### src/rtl/pulse_receiver.sv
// Purpose : lock onto a periodic pulse stream, flag missed/misplaced pulses, count edges.
// Latency : all outputs registered; they reflect a rise or state change one edge after it is seen.
// Backpressure: none; free-running receiver, EN gates acquisition and CLR_ERR recovers from SERR.
// Optional: define PULSE_RX_PERIOD_OUT_EN to add the PERIOD output (gap captured at each rise).
module pulse_receiver #(
  parameter int unsigned EXP_PERIOD = 2,
  parameter int unsigned LOCK_CNT   = 4,
  parameter int unsigned CW         = 16
) (
  input  logic          CLK,
  input  logic          RSTN,
  input  logic          EN,
  input  logic          PULSE_IN,
  input  logic          CLR_ERR,
  output logic          PULSE_SEEN,
  output logic          LOCKED,
  output logic          ERR,
`ifdef PULSE_RX_PERIOD_OUT_EN
  output logic [CW-1:0] PULSE_CNT,
  output logic [7:0]    PERIOD
`else
  output logic [CW-1:0] PULSE_CNT
`endif
);

  typedef enum logic [2:0] {SIDLE, SHUNT, SACQ, SLOCK, SERR} state_t;

  localparam logic [7:0] EXP_P  = 8'(EXP_PERIOD);
  localparam logic [3:0] LOCK_N = 4'(LOCK_CNT);

  state_t        state_q, state_d;
  logic [3:0]    good_q, good_d;
  logic [7:0]    gap_q, gap_d;
  logic          pulse_q;
  logic          seen_q, locked_q, err_q;
  logic [CW-1:0] cnt_q, cnt_d;
  logic          rise;
  logic          count_en;
  logic          gap_ok;
  logic [3:0]    good_inc;

  assign rise     = PULSE_IN & ~pulse_q;
  assign count_en = rise & EN & (state_q != SERR);
  assign gap_ok   = (gap_q == EXP_P);
  assign good_inc = good_q + 4'd1;

  // Gap counter restarts at each rise so it equals the measured period on the next rise.
  always_comb begin
    gap_d = gap_q;
    if (rise)
      gap_d = 8'd1;
    else if (gap_q != 8'hFF)
      gap_d = gap_q + 8'd1;
  end

  // Edge counter: clear beats increment, increment saturates at all-ones.
  always_comb begin
    cnt_d = cnt_q;
    if (CLR_ERR)
      cnt_d = '0;
    else if (count_en && !(&cnt_q))
      cnt_d = cnt_q + 1'b1;
  end

  // Next-state logic for the lock state machine and its good-period counter.
  always_comb begin
    state_d = state_q;
    good_d  = good_q;
    case (state_q)
      SIDLE: begin
        if (EN)
          state_d = SHUNT;
      end
      SHUNT: begin
        if (!EN) begin
          state_d = SIDLE;
          good_d  = 4'd0;
        end else if (rise) begin
          state_d = SACQ;
          good_d  = 4'd0;
        end
      end
      SACQ: begin
        if (!EN) begin
          state_d = SIDLE;
          good_d  = 4'd0;
        end else if (rise) begin
          if (gap_ok) begin
            good_d = good_inc;
            if (good_inc == LOCK_N)
              state_d = SLOCK;
          end else begin
            good_d = 4'd0;
          end
        end
      end
      SLOCK: begin
        if (!EN) begin
          state_d = SIDLE;
          good_d  = 4'd0;
        end else if (rise) begin
          if (!gap_ok)
            state_d = SERR;
        end else if (gap_ok) begin
          // Expected rise did not arrive on time: missed pulse.
          state_d = SERR;
        end
      end
      SERR: begin
        // CLR_ERR wins over a simultaneous rise; EN only picks the exit state.
        if (CLR_ERR) begin
          state_d = EN ? SHUNT : SIDLE;
          good_d  = 4'd0;
        end
      end
      default: begin
        state_d = SIDLE;
        good_d  = 4'd0;
      end
    endcase
  end

  // State, datapath and registered status outputs.
  always_ff @(posedge CLK or negedge RSTN) begin
    if (!RSTN) begin
      state_q  <= SIDLE;
      good_q   <= 4'd0;
      gap_q    <= 8'd0;
      pulse_q  <= 1'b0;
      seen_q   <= 1'b0;
      locked_q <= 1'b0;
      err_q    <= 1'b0;
      cnt_q    <= '0;
    end else begin
      state_q  <= state_d;
      good_q   <= good_d;
      gap_q    <= gap_d;
      pulse_q  <= PULSE_IN;
      seen_q   <= count_en;
      locked_q <= (state_d == SLOCK);
      err_q    <= (state_d == SERR);
      cnt_q    <= cnt_d;
    end
  end

  assign PULSE_SEEN = seen_q;
  assign LOCKED     = locked_q;
  assign ERR        = err_q;
  assign PULSE_CNT  = cnt_q;

`ifdef PULSE_RX_PERIOD_OUT_EN
  logic [7:0] period_q;

  // Capture the measured period at every rise.
  always_ff @(posedge CLK or negedge RSTN) begin
    if (!RSTN)
      period_q <= 8'd0;
    else if (rise)
      period_q <= gap_q;
  end

  assign PERIOD = period_q;
`endif

endmodule

### config.mk
export PLATFORM = sky130hd
export DESIGN_NAME = pulse_receiver
export DESIGN_NICKNAME = d
export VERILOG_FILES = /design/src/rtl/pulse_receiver.sv
export SDC_FILE = /design/constraint.sdc
export NUM_CORES = 1
export LEC_CHECK = 0
export CORE_MARGIN = 2
export CORE_UTILIZATION = 30
export CTS_BUF_LIST = sky130_fd_sc_hd__clkbuf_4 sky130_fd_sc_hd__clkbuf_8
export DETAILED_ROUTE_END_ITERATION = 6
export REMOVE_ABC_BUFFERS = 1
export SLEW_MARGIN = 15
export SYNTH_ARGS = -nofsm -noshare
export SYNTH_HDL_FRONTEND = slang
export SYNTH_SLANG_ARGS = --single-unit
### constraint.sdc
create_clock -name CLK -period 3.28 [get_ports CLK]
set_clock_uncertainty 0.15 [all_clocks]
set_input_delay 0.656 -clock CLK [delete_from_list [all_inputs] [get_ports CLK]]
set_output_delay 0.656 -clock CLK [all_outputs]
set_load 0.1 [all_outputs]
==> metrics.csv, run 1 <==
stage;metric;value;unit
floorplanning;die_area;7410;µm²
pwr;switching_share;27.1;%
finish;final_nets;247;
critical_path;crit_type;in2reg;
clock_tree;post_cts_resized;0;
clock_tree;insertion_delay;0.28;ns
routing;drc;0;
routing;avgViaCountPerCell;5.34;
synth;synth_area_per_cell;9.54;µm²
routing;vias;1681;
routing;routed_wl;4.45;mm
routing;drt_pre_antenna_iters;4;
critical_path;worst-endpoint-arrival;2.59;ns
synth;ys_ff_latch;35;
status;outcome;completed;
timing;tns;0;ns
floorplanning;die_h;86.1;µm
critical_path;worstSetupStartpointType;input port;
timing;fmax;0.389;GHz
routing;antenna_left;0;
synth;yosysSeqAreaShare;43.3;%
critical_path;slowest_delay;0.53;ns
floorplanning;core-area;6420;µm²
pwr;pwr_density_cell;408;nW/µm²
clock_tree;htreeDepth;2;
synth;yosys_warnings;0;
timing;relSlewSlack;56.7;%
synth;synth_edf_count;0;
timing;period_share;78.3;%
global_routing;grt_max_degree;36;
finish;multi_input_area;1070;µm²
synth;syn_inst;212;
floorplanning;ioPinCount;24;
timing;tightestPinTransition;0.644;ns
timing;grt_setup_unrepaired;no;
pwr;switchingPower;265;µW
critical_path;cp_top_family;simple AND/OR/NAND/NOR gates;
synth;synth.top_cell.area_share;43.3;%
routing;routedWlPerCell;14.1;µm
timing;setup_violations;0;
timing;drv_slew;0;
synth;synth_area;2020;µm²
pwr;p_total;977;µW
synth;synth_area_leader_cell;dfrtp_1;
pwr;ir_worst_vdd;0.000148;V
finish;drive_gt1_share;18.9;%
synth;ys_top_cells_by_area;dfrtp_1 43%, o31ai_1 4.1%, a21oi_1 3.5%, ha_1 3.1%, mux2_2 2.8%;
clock_tree;cts-root-buf;clkbuf_8;
floorplanning;initial_core_util;31.5;%
critical_path;critical_path.endpoint_type;register;
pwr;p_int;712;µW
flow_run;drv_cap;0;
global_routing;gr-usage-all-layers;12.4;%
placement;dp_hpwl;3.20;mm
critical_path;critPathBufInv;1;
placement;place.gp.congestion;0.771;
global_routing;grt_pass1_vias;1518;
critical_path;cp_slowest_cell;clkdlybuf4s50_1;
routing;drt-initial-drc-count;59;
global_routing;gr-total-overflow;0;
global_routing;antenna_found_initial;0;
clock_tree;cts_tree;built;
synth;async_reset_ff_share;100;%
finish;fill_cells;668;
placement;preCtsSetupSlack;0.422;ns
pwr;pwr-share-comb;14.0;%
finish;syn2layout_area_growth;18.4;%
pwr;clkPwrFrac;36.2;%
critical_path;worst-path-max-fanout;10;
pwr;p_leak;0.00101;µW
clock_tree;cts_max_path_buffers;2;
synth;ys_types;48;
clock_tree;post_cts_buffers;0;
critical_path;path_cells;clkdlybuf4s50_1 > nand3b_1 > or3_1 > a2111oi_2 > mux2_2;
global_routing;grt_pass1_wl;7.26;mm
clock_tree;path_clk_slew;0.07;ns
synth;synth-main-ff-cell;dfrtp_1;
critical_path;critPathRequiredTime;3.30;ns
pwr;seq_power_share;49.8;%
placement;io_buffers;23;
finish;antenna_cells;0;
timing;hold_violations;0;
min_path;hold_path.class;reg2reg;
clock_tree;cts.sinks;35;
timing;timing.final.ws_setup;0.711;ns
clock_tree;holdBufCountCts;0;
finish;final-seq-area;876;µm²
timing;finalCriticalPeriod;2.57;ns
floorplanning;die_x;86.1;µm
clock_tree;cts_buffers;5;
floorplanning;core.rowCount;29;
## flip-flops by register name, summed over array words and instances, names as in the netlist
name        flops
PULSE_CNT      16
gap_q           8
good_q          4
state_q         3
ERR             1
LOCKED          1
PULSE_SEEN      1
pulse_q         1
## per-layer routing
metal  GRT usage (%)  share of wire [%]  up-vias
met4            5.05                1.3        0
met5               0                  0        -
met1            16.2                 49      826
li1                -                  -      835
met2            19.9                 47       16
met3            2.89                2.5        4
## cells in the mapped netlist (6+ instances only)
master / instances
dfrtp_1: 35
a21oi_1: 14
nand2_1: 14
nor2_1: 13
o31ai_1: 11
inv_1: 10
nor2b_1: 9
o21ai_0: 9
nand3_1: 8
nor3_1: 6
or4_1: 6
## power by group through the flow
stage	Combinational (µW)	Sequential [µW]	Clock, µW
floorplan	82.1	500	0
global placement	135	495	0
detailed placement	138	494	0
CTS	138	487	364
global route	152	491	386
finish	137	487	354
## final cells by class
cell class                 count  share of cell area (%)
clock buffer                   8                    4.34
inverter                      10                    1.57
multi-input combinational    158                    44.6
sequential                    35                    36.6
tap                           77                    4.03
timing repair buffer          27                    8.89
## per-stage QoR
step | instance area, µm² | std cells | hold slack (ns) | utilization, %
floorplan | 1980 | 203 | 0.210 | -
global placement | 2290 | 307 | 0.368 | 35.7
detailed placement | 2290 | 307 | 0.381 | 35.7
CTS | 2390 | 315 | 0.397 | 37.3
global route | 2390 | 315 | 0.444 | 37.3
finish | 2390 | 315 | 0.401 | 37.3
## final timing paths
path	from	end	slack, ns	cells after the start
setup / recovery	EN	PULSE_CNT[9]	0.71	5
hold / removal	gap_q[6]	gap_q[6]	0.40	1
setup reg to reg	PULSE_CNT[0]	PULSE_CNT[14]	1.01	5
hold reg to reg	gap_q[6]	gap_q[6]	0.40	1
max in group asynchronous	RSTN	good_q[3]	2.02	2
min in group asynchronous	RSTN	PULSE_CNT[5]	0.63	2
## logic make-up (layout without fill, tap and decap cells)
kind of cell | after synthesis | in the layout | synth area share, %
simple gates | 91 | 91 | 26.7
buf+inv | 19 | 45 | 3.90
fa+ha+maj | 5 | 5 | 3.09
flops | 35 | 35 | 43.3
compound gates | 50 | 50 | 17.0
xor+xnor | 4 | 4 | 1.73
mux | 8 | 8 | 4.33
## cell usage in the layout (no fill, tap or decap), drive strengths merged, types with 9 or more instances in the layout
cell type	n
a21oi	14
buf	23
dfrtp	35
inv	10
nand2	14
nor2	13
nor2b	9
o21ai	9
o31ai	11
No activity file was read; power rests on OpenSTA's default activity.
==> run 2, diff against run 1 <==
- clock period: 3.28 -> 2.69 ns (I/O delays scaled with it)
==> run 2 against run 1 <==
Against the previous run: combinational power rose by 23%; clock power rose by 22%; cell count rose by 1.9%; die area did not move; critical path depth did not move; global-route usage rose by 0.60 points; critical endpoint is now PULSE_CNT[13].
==> metrics.csv, run 2 (same netlist as run 1, synthesis figures left out) <==
stage;metric;value;unit;change
routing;vias;1708;;+1.6%
pwr;clkPwrFrac;36.1;%;about the same
clock_tree;insertion_delay;0.29;ns;about the same
critical_path;r2r_start;PULSE_CNT[0];;
floorplanning;die_area;7410;µm²;unchanged
critical_path;r2r-end;PULSE_CNT[12];;
pwr;seq_power_share;49.7;%;about the same
critical_path;critPathRequiredTime;2.72;ns;-0.58 ns
clock_tree;cts_tree;built;;
timing;setup_violations;0;;unchanged
timing;relSlewSlack;53.0;%;-3.7 points
clock_tree;cts_max_path_buffers;2;;unchanged
routing;antenna_left;0;;unchanged
routing;routedWlPerCell;13.9;µm;-1.7%
critical_path;worst-endpoint-arrival;2.32;ns;-0.27 ns
clock_tree;path_clk_slew;0.07;ns;about the same
timing;grt_setup_unrepaired;no;;
floorplanning;core.rowCount;29;;unchanged
critical_path;worst-path-max-fanout;5;;-5
pwr;ir_worst_vdd;0.000172;V;+16%
timing;tightestPinTransition;0.700;ns;+0.0557 ns
routing;drt_pre_antenna_iters;4;;unchanged
critical_path;reg2regPathDepth;5;;unchanged
floorplanning;core-area;6420;µm²;unchanged
placement;dp_cells;313;;+2.0%
timing;period_share;85.5;%;
finish;syn2layout_area_growth;20.6;%;
finish;final_cells;321;;+1.9%
flow_run;drv_cap;0;;unchanged
finish;final_cell_mix;35 x dfrtp_1, 29 x buf_4, 14 x a21oi_1, 14 x nand2_1, 13 x nor2_1;;
clock_tree;cts_buffers;5;;unchanged
timing;finalCriticalPeriod;2.30;ns;
floorplanning;ioPinCount;24;;unchanged
placement;dp_hpwl;3.21;mm;+0.43%
pwr;pwr-share-comb;14.2;%;+0.2 points
global_routing;gr-usage-all-layers;13.0;%;+0.60 points
timing;hold_violations;0;;unchanged
finish;fill_cells;645;;-3.4%
clock_tree;htreeDepth;2;;unchanged
global_routing;gr-total-overflow;0;;unchanged
finish;final_nets;253;;+2.4%
placement;io_buffers;23;;unchanged
finish;antenna_cells;0;;unchanged
critical_path;critical_path.endpoint_type;register;;
placement;place.gp.congestion;0.781;;+1.2%
routing;drc;0;;unchanged
min_path;whs_path_depth;2;;+1
floorplanning;die_x;86.1;µm;unchanged
pwr;switching_share;27.0;%;-0.15 points
global_routing;grt_max_degree;36;;unchanged
clock_tree;post_cts_resized;0;;unchanged
pwr;switchingPower;322;µW;+22%
status;outcome;completed;;
floorplanning;initial_core_util;31.5;%;unchanged
critical_path;r2r_slack;0.48;ns;-0.53 ns
timing;fmax;0.435;GHz;
global_routing;grt_pass1_vias;1611;;+6.1%
min_path;min_from;good_q[3];;
finish;drive_gt1_share;20.9;%;+2.0 points
critical_path;crit_type;in2reg;;
pwr;p_leak;0.00103;µW;+2.6%
timing;drv_slew;0;;unchanged
critical_path;worstSetupStartpointType;input port;;
placement;dpl_cell_area;2330;µm²;+2.0%
routing;avgViaCountPerCell;5.32;;-0.29%
pwr;p_int;872;µW;+22%
finish;final_cell_area;2440;µm²;+1.9%
clock_tree;cts-root-buf;clkbuf_8;;
pwr;pwr_density_cell;490;nW/µm²;+20%
floorplanning;die_h;86.1;µm;unchanged
routing;routed_wl;4.45;mm;+0.18%
min_path;hold_path_end;good_q[3];;
clock_tree;cts.sinks;35;;unchanged
critical_path;crit_start;EN;;
finish;largest_reg_flops;16;;unchanged
global_routing;grt_pass1_wl;7.75;mm;+6.8%
clock_tree;post_cts_buffers;0;;unchanged
min_path;hold_path.class;reg2reg;;
finish;layout_commonest_cell;dfrtp_1;;
routing;drt-initial-drc-count;81;;+37%
clock_tree;holdBufCountCts;0;;unchanged
global_routing;antenna_found_initial;0;;unchanged
==> run 2: power by group through the flow <==
stage | clock network [µW] | registers (µW) | logic [µW]
floorplan | 0 | 610 | 100
global placement | 0 | 603 | 169
detailed placement | 0 | 603 | 172
CTS | 448 | 593 | 171
global route | 469 | 600 | 189
finish | 431 | 594 | 169
==> run 2: routing by layer <==
metal	GRT usage (%)	share of wire (%)
met5	0	0
met4	5.19	1.3
met3	2.98	3.1
met2	19.7	45
met1	17.9	50
==> run 2: critical path: stages <==
cell and delay (ns):
clkdlybuf4s50_1 0.52, nand3b_1 0.12, or3_1 0.45, nor4_1 0.32, mux2_2 0.37
==> run 2: stage by stage <==
step                util (%)  hold WS (ns)  setup TNS, ns  setup WS (ns)  total power [µW]
floorplan                  -        0.0924         -0.153        -0.0766               710
global placement        36.4         0.362              0         0.0894               772
detailed placement      36.4         0.379              0         0.0719               775
CTS                     38.0         0.396              0          0.373              1210
global route            38.0         0.430              0          0.225              1260
finish                  38.0         0.389              0          0.391              1190
==> run 2: layout make-up <==
cell class	instances	area (µm²)	area share, %
Sequential cell	35	876	35.9
Clock buffer	8	104	4.26
Inverter	10	37.5	1.54
Timing Repair Buffer	33	258	10.6
Multi-Input combinational cell	158	1070	43.8
Tap cell	77	96.3	3.95
==> run 2: worst max-delay path by stage <==
stage,slack (ns),cells after the start,to
floorplan,-0.08,5,PULSE_CNT[12]
global placement,0.09,5,PULSE_CNT[9]
detailed placement,0.07,5,PULSE_CNT[13]
CTS,0.37,5,PULSE_CNT[13]
global route,0.22,5,PULSE_CNT[13]
finish,0.39,5,PULSE_CNT[13]
==> run 3, diff against run 2 <==
- CAP_MARGIN: not set -> 0
- MAX_ROUTING_LAYER: not set -> met4
- SLEW_MARGIN: 15 -> 20
==> run 3 against run 2 <==
Against the previous run: wire length is 0.43% higher; power is 0.11% higher; worst hold slack got worse by 0.0015 ns; final area unchanged; cell count unchanged; largest power group unchanged.
==> metrics.csv, run 3 (same netlist as run 1, synthesis figures left out) <==
stage;metric;value;unit;change
status;outcome;completed;;
clock_tree;holdBufCountCts;0;;unchanged
global_routing;gr-total-overflow;0;;unchanged
timing;hold_violations;0;;unchanged
timing;whs;0.388;ns;-0.00155 ns
finish;antenna_cells;0;;unchanged
pwr;p_total;1200;µW;+0.11%
finish;final-seq-area;876;µm²;unchanged
floorplanning;initial_core_util;31.5;%;unchanged
floorplanning;die_h;86.1;µm;unchanged
clock_tree;cts.sinks;35;;unchanged
routing;vias;1700;;-0.47%
timing;timing.final.ws_setup;0.385;ns;-0.00588 ns
critical_path;reg2regPathDepth;6;;+1
clock_tree;insertion_delay;0.29;ns;about the same
critical_path;slowest_delay;0.52;ns;about the same
critical_path;worst-endpoint-arrival;2.33;ns;about the same
timing;period_share;85.7;%;+0.22 points
routing;drt-initial-drc-count;79;;-2.5%
finish;final_nets;253;;unchanged
routing;drc;0;;unchanged
pwr;clkPwrFrac;36.2;%;about the same
finish;final_cell_mix;35 x dfrtp_1, 29 x buf_4, 14 x a21oi_1, 14 x nand2_1, 13 x nor2_1;;
routing;avgViaCountPerCell;5.30;;-0.47%
placement;place.gp.congestion;0.792;;+1.4%
floorplanning;die_x;86.1;µm;unchanged
finish;syn2layout_area_growth;20.6;%;unchanged
timing;fmax;0.434;GHz;-0.26%
placement;io_buffers;23;;unchanged
clock_tree;htreeDepth;2;;unchanged
pwr;ir_worst_vdd;0.000173;V;+0.21%
finish;largest_reg_flops;16;;unchanged
timing;drv_slew;0;;unchanged
pwr;pwr-share-comb;14.1;%;about the same
timing;setup_violations;0;;unchanged
critical_path;worst-path-max-fanout;5;;unchanged
clock_tree;path_clk_slew;0.07;ns;about the same
routing;routed_wl;4.47;mm;+0.43%
timing;finalCriticalPeriod;2.31;ns;+0.00588 ns
routing;routedWlPerCell;13.9;µm;+0.43%
critical_path;crit_type;in2reg;;
min_path;min_from;good_q[3];;
placement;dpl_cell_area;2330;µm²;unchanged
min_path;hold_path_end;good_q[3];;
critical_path;worstSetupStartpointType;input port;;
critical_path;r2r_slack;0.49;ns;about the same
critical_path;path_cells;clkdlybuf4s50_1 > nand3b_1 > or3_1 > nor4_1 > mux2_2;;
routing;antenna_left;0;;unchanged
clock_tree;cts_max_path_buffers;2;;unchanged
finish;final_cell_area;2440;µm²;unchanged
finish;layout_commonest_cell;dfrtp_1;;
global_routing;antenna_found_initial;0;;unchanged
critical_path;cp_slowest_cell;clkdlybuf4s50_1;;
floorplanning;core-area;6420;µm²;unchanged
pwr;seq_power_share;49.7;%;about the same
finish;drive_gt1_share;20.9;%;unchanged
min_path;whs_path_depth;2;;unchanged
clock_tree;cts-root-buf;clkbuf_8;;
critical_path;critical_path.endpoint_type;register;;
pwr;p_int;872;µW;about the same
floorplanning;die_area;7410;µm²;unchanged
global_routing;grt_max_degree;36;;unchanged
critical_path;r2r_start;gap_q[0];;
critical_path;r2r-end;good_q[0];;
pwr;switching_share;27.0;%;+0.082 points
timing;relSlewSlack;53.0;%;about the same
timing;grt_setup_unrepaired;no;;
global_routing;grt_pass1_vias;1613;;+0.12%
clock_tree;post_cts_buffers;0;;unchanged
routing;drt_pre_antenna_iters;4;;unchanged
global_routing;gr-usage-all-layers;13.4;%;+0.34 points
pwr;switchingPower;323;µW;+0.42%
flow_run;drv_cap;0;;unchanged
finish;multi_input_area;1070;µm²;unchanged
pwr;p_leak;0.00103;µW;unchanged
min_path;hold_path.class;reg2reg;;
clock_tree;post_cts_resized;0;;unchanged
pwr;pwr_density_cell;490;nW/µm²;+0.11%
placement;dp_hpwl;3.21;mm;unchanged
floorplanning;ioPinCount;24;;unchanged
finish;fill_cells;645;;unchanged
critical_path;critPathRequiredTime;2.72;ns;about the same
placement;preCtsSetupSlack;0.0719;ns;unchanged
global_routing;grt_pass1_wl;7.73;mm;-0.26%
finish;post-route-util;38.0;%;unchanged
timing;tightestPinTransition;0.700;ns;+0.000261 ns
floorplanning;core.rowCount;29;;unchanged
clock_tree;cts_tree;built;;
critical_path;critPathBufInv;1;;unchanged
critical_path;cp_top_family;simple AND/OR/NAND/NOR gates;;
clock_tree;cts_buffers;5;;unchanged
run 3: worst max path at each step:
stage	startpoint	to	slack, ns	depth (start not counted)
6_report	EN	PULSE_CNT[13]	0.38	5
2_1_floorplan	PULSE_CNT[0]	PULSE_CNT[12]	-0.08	5
4_1_cts	EN	PULSE_CNT[13]	0.37	5
3_3_place_gp	EN	PULSE_CNT[9]	0.09	5
3_5_place_dp	EN	PULSE_CNT[13]	0.07	5
5_1_grt	EN	PULSE_CNT[13]	0.22	5
run 3: layout make-up:
class                   count  share of cell area, %
clock buffers               8                   4.26
inverters                  10                   1.54
multi-input cells         158                   43.8
flip-flops and latches     35                   35.9
well taps                  77                   3.95
repair buffers             33                   10.6
run 3: tightest hold or removal path, delay by kind of cell (launching register included):
kind,cells,cell delay [ns]
compound gates,2,0.15
flops,1,0.36
run 3: per-layer routing:
layer | global-route usage [%] | part of all wire [%] | vias to the layer above
met1 | 17.8 | 50 | 816
met2 | 19.7 | 45 | 32
met3 | 2.98 | 3.7 | 5
met5 | - | 0 | -
met4 | 5.19 | 1.3 | 0
li1 | - | - | 847
run 3: metrics by stage:
step                cells  TNS [ns]
detailed placement    313         0
global placement      313         0
CTS                   321         0
floorplan             203    -0.153
global route          321         0
finish                321         0
run 3: power by group through the flow:
stage	clock (µW)	sequential [µW]	combinational, µW
final	433	594	169
after global routing	469	600	189
after CTS	448	593	171
after detailed placement	0	603	172
after global placement	0	603	169
after floorplan	0	610	100
==> variant, RTL diff (config.mk and constraints of run 3) <==
Add an input register stage for `EN`, `PULSE_IN` and `CLR_ERR`; this delays them by one clock.
--- a/src/rtl/pulse_receiver.sv
+++ b/src/rtl/pulse_receiver.sv
@@ -30,2 +30,12 @@
 
+  logic EN_q;
+  logic PULSE_IN_q;
+  logic CLR_ERR_q;
+
+  always_ff @(posedge CLK) begin
+    EN_q       <= EN;
+    PULSE_IN_q <= PULSE_IN;
+    CLR_ERR_q  <= CLR_ERR;
+  end
+
   state_t        state_q, state_d;
@@ -41,4 +51,4 @@
 
-  assign rise     = PULSE_IN & ~pulse_q;
-  assign count_en = rise & EN & (state_q != SERR);
+  assign rise     = PULSE_IN_q & ~pulse_q;
+  assign count_en = rise & EN_q & (state_q != SERR);
   assign gap_ok   = (gap_q == EXP_P);
@@ -58,3 +68,3 @@
     cnt_d = cnt_q;
-    if (CLR_ERR)
+    if (CLR_ERR_q)
       cnt_d = '0;
@@ -70,3 +80,3 @@
       SIDLE: begin
-        if (EN)
+        if (EN_q)
           state_d = SHUNT;
@@ -74,3 +84,3 @@
       SHUNT: begin
-        if (!EN) begin
+        if (!EN_q) begin
           state_d = SIDLE;
@@ -83,3 +93,3 @@
       SACQ: begin
-        if (!EN) begin
+        if (!EN_q) begin
           state_d = SIDLE;
@@ -97,3 +107,3 @@
       SLOCK: begin
-        if (!EN) begin
+        if (!EN_q) begin
           state_d = SIDLE;
@@ -110,4 +120,4 @@
         // CLR_ERR wins over a simultaneous rise; EN only picks the exit state.
-        if (CLR_ERR) begin
-          state_d = EN ? SHUNT : SIDLE;
+        if (CLR_ERR_q) begin
+          state_d = EN_q ? SHUNT : SIDLE;
           good_d  = 4'd0;
@@ -137,3 +147,3 @@
       gap_q    <= gap_d;
-      pulse_q  <= PULSE_IN;
+      pulse_q  <= PULSE_IN_q;
       seen_q   <= count_en;
Check against the original RTL: not equivalent (Yosys sat finds a counterexample within 4 cycles, from zero or initial values and one cycle with RSTN low).
==> variant against run 3 <==
Design area increased by 1.9%; fmax is 18% higher; die area is 3.9% higher; largest cell class unchanged; sequential power increased by 9.3%; power increased by 0.25%; wire length decreased by 1.2%; sequential cell count grew 3; worst setup slack better by 0.35 ns; area after synthesis rose by 4.1%.
==> variant: results (changes against run 3) <==
| Metric | Value |
|---|---|
| Largest net degree at the start of global routing | `36 (unchanged)` |
| Initial DRC count | `68 (was 79)` |
| Tot GR Track Use | `12.98% (was 13.37%)` |
| Hold path startpoint | `PULSE_IN_q$_DFF_P_ (was good_q[3]$_DFFE_PN0P_)` |
| Peak supply drop | `0.2300 mV (was 0.1727 mV)` |
| Initial antenna violation count | `0 (unchanged)` |
| Clock transition at path regs | `0.07 ns (about the same)` |
| Critical path peak fanout | `5 (unchanged)` |
| Buffers on Ports | `23 (unchanged)` |
| Sequential share of the synthesized area | `44.47% (was 43.32%)` |
| Status | `complete, no violations (unchanged)` |
| Number of flip-flops under the largest register name | `16 (unchanged)` |
| Hold crit path type | `reg2reg (unchanged)` |
| Hold depth | `0 (was 2)` |
| M1 WL | `2150 µm (was 2215 µm)` |
| Reg2Reg Depth | `5 (was 6)` |
| Met3 routed WL | `198 µm (was 166 µm)` |
| Number of global-route vias before repair | `1589 (was 1613)` |
| Setup repair bufs after CTS | `0 (unchanged)` |
| Yosys top cell area share | `41.62% (was 43.32%)` |
| Syn avg cell area | `10.17 µm² (was 9.537 µm²)` |
| Synth cell count leaders | `35 x dfrtp_1, 20 x nand2_1, 12 x nor2_1 (was 35 x dfrtp_1, 14 x a21oi_1, 14 x nand2_1)` |
| Crit path DAT | `1.97 ns (was 2.33 ns)` |
| Via density per instance | `5.012 (was 5.296)` |
| Non-Filler Instances | `331 (was 321)` |
| TritonCTS buffer count | `5 (unchanged)` |
| LEAKAGE | `1.077 nW (was 1.033 nW)` |
| ANT cells | `0 (unchanged)` |
| Worst-margin pin slew | `0.4524 ns (was 0.7003 ns)` |
| Layout cells sized above 1 | `22.13% (was 20.90%)` |
| Yosys warns | `0 (unchanged)` |
| Hold path endpoint | `pulse_q$_DFF_PN0_ (was good_q[3]$_DFFE_PN0P_)` |
| Worst skew pair latency | `0.29 ns (about the same)` |
| Nets | `244 (was 253)` |
| WL met2 | `2041 µm (was 2033 µm)` |
| DR WL/cell | `13.35 µm (was 13.93 µm)` |
| H-Tree Level Count | `2 (unchanged)` |
| Clk buf depth | `2 (unchanged)` |
| Top cells by area, synth | `dfrtp_1 42%, nand2_1 3.6%, o31ai_1 3.2% (was dfrtp_1 43%, o31ai_1 4.1%, a21oi_1 3.5%)` |
| Pre-antenna DRT Iters | `4 (unchanged)` |
| FF-to-FF End | `PULSE_CNT[13]$_DFFE_PN0P_ (was good_q[0]$_DFFE_PN0P_)` |
| Placed instance count | `323 (was 313)` |
| GP Congestion | `0.8272 (was 0.7915)` |
| Reg-to-Reg Start | `PULSE_CNT[0]$_DFFE_PN0P_ (was gap_q[0]$_DFFE_PN0P_)` |
| Async S/R FF share, synth | `92.11% (was 100.0%)` |
| CTS resizes | `0 (unchanged)` |
| DPL Wire Length | `3214 µm (about the same)` |
| Highest metal used | `met4 (unchanged)` |
| R2R setup slack | `0.74 ns (was 0.49 ns)` |
| Fin Hold WS | `0.2437 ns (was 0.3878 ns)` |
| Root buffer cell | `clkbuf_8 (unchanged)` |
| Synth cell types | `61 (was 48)` |
| First-pass GRT wire length | `7734 µm (was 7728 µm)` |
variant: cell types whose count changed after synthesis, moves of 3 or more:
cell      change
a21oi_1       -6
nand2_1       +6
nand2b_1      -4
o21ai_0       -4
dfxtp_1       +3
nor2b_1       -3
or2_2         -3
variant: kinds of logic after synthesis:
family	share of synthesized area, %
and+or+nand+nor	29.49
AOI/OAI and AO/OA	14.80
DFF	44.47
buffers and inverters	2.913
muxes	3.270
xor gates and xnor gates	2.081
adders and majority gates	2.973
variant: per-layer routing:
layer | track usage, % | vias up
met4 | 3.357 | 0
li1 | - | 829
met2 | 20.25 | 26
met3 | 3.016 | 2
met5 | - | -
met1 | 17.01 | 802
variant: where the power goes:
| group | internal [mW] | switching [mW] | leakage (nW) |
|---|---|---|---|
| combinational | 0.0657 | 0.0936 | 0.526 |
| clock | 0.190 | 0.201 | 0.0484 |
| sequential | 0.602 | 0.0469 | 0.503 |
| total | 0.857 | 0.342 | 1.08 |
variant: worst max-delay path by stage:
stage / from / to / slack (ns)
6_report: PULSE_CNT[0]$_DFFE_PN0P_ / PULSE_CNT[13]$_DFFE_PN0P_ / 0.74
5_1_grt: PULSE_CNT[0]$_DFFE_PN0P_ / PULSE_CNT[13]$_DFFE_PN0P_ / 0.64
4_1_cts: PULSE_CNT[0]$_DFFE_PN0P_ / PULSE_CNT[13]$_DFFE_PN0P_ / 0.72
3_5_place_dp: PULSE_CNT[0]$_DFFE_PN0P_ / PULSE_CNT[13]$_DFFE_PN0P_ / 0.76
3_3_place_gp: PULSE_CNT[0]$_DFFE_PN0P_ / PULSE_CNT[13]$_DFFE_PN0P_ / 0.77
2_1_floorplan: PULSE_CNT[0]$_DFFE_PN0P_ / PULSE_CNT[12]$_DFFE_PN0P_ / 0.28
variant: per-stage QoR:
step,area (µm²),setup WS (ns)
6_report,2485,0.7398
5_1_grt,2485,0.6398
4_1_cts,2485,0.7208
3_5_place_dp,2399,0.7573
3_3_place_gp,2399,0.7691
2_1_floorplan,2073,0.2774
variant: layout make-up:
cell class	instances	area, µm²
timing repair buffer	26	205.2
clock buffer	6	76.32
inverter	8	30.03
multi-input combinational	155	1107
tap	96	120.1
clock inverter	2	10.01
sequential	38	935.9
fill	691	4309
variant: worst max-delay path: stages (launching register included):
cell,delay (ns)
dfrtp_1,0.42
ha_1,0.25
nand4_1,0.18
nor2_1,0.11
nor4_1,0.36
mux2_2,0.38
